<file path="src/rtl/mips_rf_pkg.sv">
// Shared register-file constants for the MIPS writeback path.
package mips_rf_pkg;

  localparam int REG_ADDR_W = 5;
  localparam int REG_DATA_W = 32;
  localparam int NUM_REGS   = 32;
  localparam logic [REG_ADDR_W-1:0] ZERO_REG = 5'd0;

endpackage

</file>
<file path="src/rtl/rr_arbiter.sv">
// Round-robin one-hot grant generator. The search starts at the internal
// pointer and wraps. The pointer moves to the slot after the winner whenever
// the grant is consumed.
module rr_arbiter #(
  parameter int NUM_REQ = 2
) (
  input  logic               clk,
  input  logic               rst,
  input  logic [NUM_REQ-1:0] req,
  input  logic               advance,
  output logic [NUM_REQ-1:0] gnt
);

  localparam int PTR_W = (NUM_REQ > 2) ? 2 : 1;

  logic [PTR_W-1:0] ptr;
  logic [PTR_W-1:0] idx;
  logic [PTR_W-1:0] win;
  logic             found;

  // Scan requesters from ptr upward with wrap, granting the first valid one.
  always_comb begin
    gnt   = '0;
    found = 1'b0;
    win   = '0;
    idx   = '0;
    for (int k = 0; k < NUM_REQ; k++) begin
      idx = PTR_W'((int'(ptr) + k) % NUM_REQ);
      if (!found && req[idx]) begin
        gnt[idx] = 1'b1;
        found    = 1'b1;
        win      = idx;
      end
    end
  end

  // Pointer moves past the winner on a transfer and holds otherwise.
  always_ff @(posedge clk) begin
    if (rst) begin
      ptr <= '0;
    end else if (advance && found) begin
      ptr <= (win == PTR_W'(NUM_REQ - 1)) ? '0 : win + PTR_W'(1);
    end
  end

endmodule

</file>
<file path="src/rtl/regfile_wb_arbiter.sv">
// Writeback arbiter for the single register-file write port. It also holds a
// pending-write scoreboard so that decode can stall reads of in-flight registers.
module regfile_wb_arbiter
  import mips_rf_pkg::*;
#(
  parameter int NUM_REQ = 2,
  parameter int DATA_W  = REG_DATA_W,
  parameter int ADDR_W  = REG_ADDR_W
) (
  input  logic                      clk,
  input  logic                      rst,
  input  logic [NUM_REQ-1:0]        req_valid,
  output logic [NUM_REQ-1:0]        req_ready,
  input  logic [NUM_REQ*ADDR_W-1:0] req_add,
  input  logic [NUM_REQ*DATA_W-1:0] req_data,
  input  logic                      rsv_valid,
  input  logic [ADDR_W-1:0]         rsv_add,
  input  logic [ADDR_W-1:0]         chk_add1,
  input  logic [ADDR_W-1:0]         chk_add2,
  output logic                      chk_busy1,
  output logic                      chk_busy2,
  output logic                      RegWrite,
  output logic [ADDR_W-1:0]         write_add,
  output logic [DATA_W-1:0]         write_data,
  output logic                      rsv_err
);

  localparam logic [ADDR_W-1:0] ZERO_ADD = ADDR_W'(ZERO_REG);

  logic [NUM_REQ-1:0]  req_gated;
  logic                xfer_p0;
  logic [ADDR_W-1:0]   win_add_p0;
  logic [DATA_W-1:0]   win_data_p0;
  logic [NUM_REGS-1:0] pending;
  logic [NUM_REGS-1:0] pending_nxt;
  logic                rsv_hit;

  // While reset is asserted no requester is visible, so no ready leaks out.
  assign req_gated = req_valid & {NUM_REQ{~rst}};

  rr_arbiter #(
    .NUM_REQ (NUM_REQ)
  ) u_rr (
    .clk     (clk),
    .rst     (rst),
    .req     (req_gated),
    .advance (xfer_p0),
    .gnt     (req_ready)
  );

  // Select the winning slices with a one-hot AND-OR mux.
  always_comb begin
    xfer_p0     = |req_ready;
    win_add_p0  = '0;
    win_data_p0 = '0;
    for (int i = 0; i < NUM_REQ; i++) begin
      win_add_p0  = win_add_p0  | (req_add[i*ADDR_W +: ADDR_W]  & {ADDR_W{req_ready[i]}});
      win_data_p0 = win_data_p0 | (req_data[i*DATA_W +: DATA_W] & {DATA_W{req_ready[i]}});
    end
  end

  // ---- stage boundary: winner registered onto the register-file port ----
  // Register the winner. A write to $0 completes the handshake without writing.
  always_ff @(posedge clk) begin
    if (rst) begin
      RegWrite   <= 1'b0;
      write_add  <= '0;
      write_data <= '0;
    end else if (xfer_p0) begin
      RegWrite   <= (win_add_p0 != ZERO_ADD);
      write_add  <= win_add_p0;
      write_data <= win_data_p0;
    end else begin
      RegWrite   <= 1'b0;
    end
  end

  // Next scoreboard state. The clear is applied first so that a same-cycle
  // reservation from a newer producer wins. Bit 0 is never pending.
  always_comb begin
    pending_nxt = pending;
    rsv_hit     = 1'b0;
    if (xfer_p0 && (win_add_p0 != ZERO_ADD)) begin
      pending_nxt[win_add_p0] = 1'b0;
    end
    if (rsv_valid && (rsv_add != ZERO_ADD)) begin
      rsv_hit              = pending[rsv_add];
      pending_nxt[rsv_add] = 1'b1;
    end
    pending_nxt[0] = 1'b0;
  end

  // The scoreboard and the sticky double-reservation flag both clear on reset.
  always_ff @(posedge clk) begin
    if (rst) begin
      pending <= '0;
      rsv_err <= 1'b0;
    end else begin
      pending <= pending_nxt;
      rsv_err <= rsv_err | rsv_hit;
    end
  end

  // A source is busy while reserved or while its write sits on the port.
  always_comb begin
    chk_busy1 = (chk_add1 != ZERO_ADD) &&
                (pending[chk_add1] || (RegWrite && (write_add == chk_add1)));
    chk_busy2 = (chk_add2 != ZERO_ADD) &&
                (pending[chk_add2] || (RegWrite && (write_add == chk_add2)));
  end

endmodule

</file>
<file path="config.mk">
export PLATFORM = sky130hd
export DESIGN_NAME = regfile_wb_arbiter
export DESIGN_NICKNAME = d
export VERILOG_FILES = /design/src/rtl/mips_rf_pkg.sv /design/src/rtl/rr_arbiter.sv /design/src/rtl/regfile_wb_arbiter.sv
export SDC_FILE = /design/constraint.sdc
export NUM_CORES = 1
export LEC_CHECK = 0
export ABC_AREA = 1
export ABC_CLOCK_PERIOD_IN_PS = 6800
export CORE_MARGIN = 5
export CORE_UTILIZATION = 41
export CTS_BUF_LIST = sky130_fd_sc_hd__clkbuf_8
export CTS_CLUSTER_SIZE = 12
export DETAILED_ROUTE_END_ITERATION = 6
export PLACE_DENSITY_LB_ADDON = 0.12
export SLEW_MARGIN = 20
export SYNTH_ARGS = -nofsm -noshare
export SYNTH_HDL_FRONTEND = slang
export SYNTH_HIERARCHICAL = 1
export SYNTH_SLANG_ARGS = --single-unit
export TNS_END_PERCENT = 5
</file>
<file path="constraint.sdc">
create_clock -name clk -period 6.8 [get_ports clk]
set_input_delay 1.36 -clock clk [delete_from_list [all_inputs] [get_ports clk]]
set_output_delay 1.36 -clock clk [all_outputs]
set_load 0.01 [all_outputs]
</file>
==> qor.yml <==
routing:
  wl_um: 14500
  ant_nets: 0
  vias_per_cell: 5.16
  wire_per_inst_um: 15.2
  drtPass1Iterations: 5
  route.detailed.drc: 0
  route.vias.total: 4913
  first_iter_violations: 405
grt:
  grt_pass1_vias: 4955
  antenna_found_initial: 0
  grt_max_degree: 46
  grt_usage_pct: 23.5
  grt_pass1_wl_um: 24100
  gr-total-overflow: 0
finish:
  antenna_cells: 0
  syn_to_final_growth_pct: 38.5
  mostFrequentLayoutCells: "275 x nand2_1, 135 x clkdlybuf4s50_1, 71 x dfxtp_1"
  fillers: 1021
  drive_gt1_share_pct: 6.24
  nNetsFinal: 907
  stdcell_count: 953
  fin_util_pct: 57.3
  final_common_cell: "nand2_1"
synthesis:
  synth_warnings: 6
  synth_cells: 693
  synth_seq_cells: 71
  ys_seq_area_share_pct: 33.7
  netlist_area_um2: 4220
  synth_cell_types: 33
  syn-num-nets: 787
  syn_avg_cell_area_um2: 6.08
job:
  maxCapViolCount: 0
timing:
  relSlewSlack_pct: 57.7
  slew_violations: 0
  period_needed_ps: 5290
  fin_crit_sh_pct: 77.7
  worst_pin_slew_ps: 629
  max_freq_ghz: 0.189
  setup_viol: 0
  rsz0062_at_grt: "no"
  fin_skew_ps: 9.49
  fin_tns_setup_ps: 0
  finalHoldViolations: 0
power:
  power_leakage_nw: 2.35
  vdd_drop_max_v: 0.000104
  powerDensity_nw_per_um2: 178
clock_tree:
  clock_latency_ps: 340
  cts.sinks: 71
  cts_setup_buffers: 0
  hold_buffers: 0
  clockRootBuffer: "clkbuf_8"
  cts_buffer_depth: 2
  cts_tree: "done"
  cts_resized: 0
  numCtsBuffers: 9
  htreeDepth: 3
  clk_pin_slew_ps: 70
floorplanning:
  start_util_pct: 41.4
  dieArea_um2: 12400
  floorplan.die.width_um: 111
  core_um2: 10200
  rows: 37
  die_y_um: 111
  io_pins: 137
worst_setup_path:
  crit_arrival_ps: 3930
  worst_r2r_path_depth: 10
  crit_type: "input port to primary output"
  endpoint_kind: "primary output"
  crit_path_start_kind: "input port"
  worstPathMaxFanout: 16
  cp.required_ps: 5440
worst_hold_path:
  whs_path_depth: 2
  worst_hold_path_type: "register to register"
placement:
  place_inst: 938
  io_buffers: 136
  dp_hpwl_um: 11300
  place.gp.congestion: 0.955
outcome:
  status: "complete, no violations"
==> area by class of cell <==
class	instances	area, um2	share of cell area (%)
clock inverters	2	37.5	0.643
clock buffers	13	179	3.06
well taps	136	170	2.91
multi-input cells	510	2340	40.0
repair buffers	140	1390	23.7
inverters	81	307	5.25
flip-flops and latches	71	1420	24.3
==> cell families (layout without fill, tap and decap cells) <==
| logic type | after synthesis | count (layout) | synth area share [%] |
|---|---|---|---|
| AND/OR/NAND/NOR | 373 | 373 | 36.3 |
| buffers and inverters | 112 | 236 | 11.0 |
| AO/OA/AOI/OAI | 136 | 136 | 18.7 |
| XOR/XNOR | 1 | 1 | 0.208 |
| flip-flops | 71 | 71 | 33.7 |
==> path summary, 6_finish.rpt <==
check                                   start                           to  slack [ps]
setup / recovery                  chk_add2[0]                    chk_busy2        1510
hold / removal    write_data[17]$_SDFFE_PP0N_  write_data[17]$_SDFFE_PP0N_         480
setup reg to reg                     register       pending[16]$_SDFF_PP0_        4680
hold reg to reg   write_data[17]$_SDFFE_PP0N_  write_data[17]$_SDFFE_PP0N_         480
==> through the flow <==
| step | hold WS, ps | instance area (um2) | worst slack (ps) | total power, mW |
|---|---|---|---|---|
| final | 479 | 5840 | 1510 | 1.04 |
| after floorplan | 450 | 4220 | 3100 | 0.567 |
| after CTS | 480 | 5840 | 1570 | 1.05 |
| after global placement | 463 | 5620 | 1570 | 0.685 |
| after global routing | 490 | 5840 | 1300 | 1.09 |
| after detailed placement | 472 | 5620 | 1570 | 0.686 |
==> sequential cells by signal (all words and copies together), names as in the netlist, named ones only <==
register,cells
pending,31
rsv_err,1
write_add,5
write_data,32
RegWrite,1
==> synth_stat cells <==
cell | count | area, um2
buf_6 | 2 | 22.5
inv_2 | 7 | 26.3
nand2_4 | 1 | 11.3
a21oi_2 | 1 | 8.76
clkinv_2 | 2 | 10.0
o22ai_1 | 6 | 37.5
a21boi_1 | 1 | 7.51
buf_2 | 10 | 50.1
o22ai_2 | 3 | 37.5
dfxtp_1 | 71 | 1420
o22ai_4 | 1 | 20.0
o21ai_4 | 1 | 16.3
a21oi_1 | 47 | 235
o21bai_1 | 1 | 7.51
a31oi_1 | 32 | 200
nand4_1 | 1 | 6.26
xor2_1 | 1 | 8.76
nor2_1 | 30 | 113
clkinv_1 | 2 | 7.51
o21ai_1 | 6 | 30.0
nor3_1 | 3 | 15.0
o21ai_0 | 36 | 180
clkbuf_1 | 15 | 56.3
inv_1 | 70 | 263
nand3_1 | 51 | 255
nand2_2 | 6 | 37.5
nand2_1 | 275 | 1030
nor4_2 | 1 | 12.5
nor2_4 | 2 | 22.5
nor2_2 | 1 | 6.26
buf_4 | 4 | 30.0
a21boi_0 | 1 | 7.51
nor3_2 | 2 | 20.0
==> where the power goes <==
group | total (mW) | switching [mW] | internal (mW)
registers | 0.447 | 0.0131 | 0.434
logic | 0.229 | 0.117 | 0.112
clock network | 0.361 | 0.154 | 0.208
==> per-layer routing <==
metal  GRT usage [%]  vias to the layer above  wire length [um]
met4            9.25                        0               468
met3            6.96                       35              1240
met1            28.9                     2206              6120
met5               0                        -                 0
li1                -                     2457                 -
met2            38.6                      215              6630
==> worst max-delay path, cell delays in order <==
cell and delay [ps]:
clkdlybuf4s50_1 830, inv_1 310, nor2_1 320, nand2_1 110
nand3_1 100, nand3_1 80, nand2_1 70, nand2_1 50
nand3_1 70, nand2_1 50, inv_1 40, clkdlybuf4s50_1 520
No activity file was read; power rests on OpenSTA's default activity.
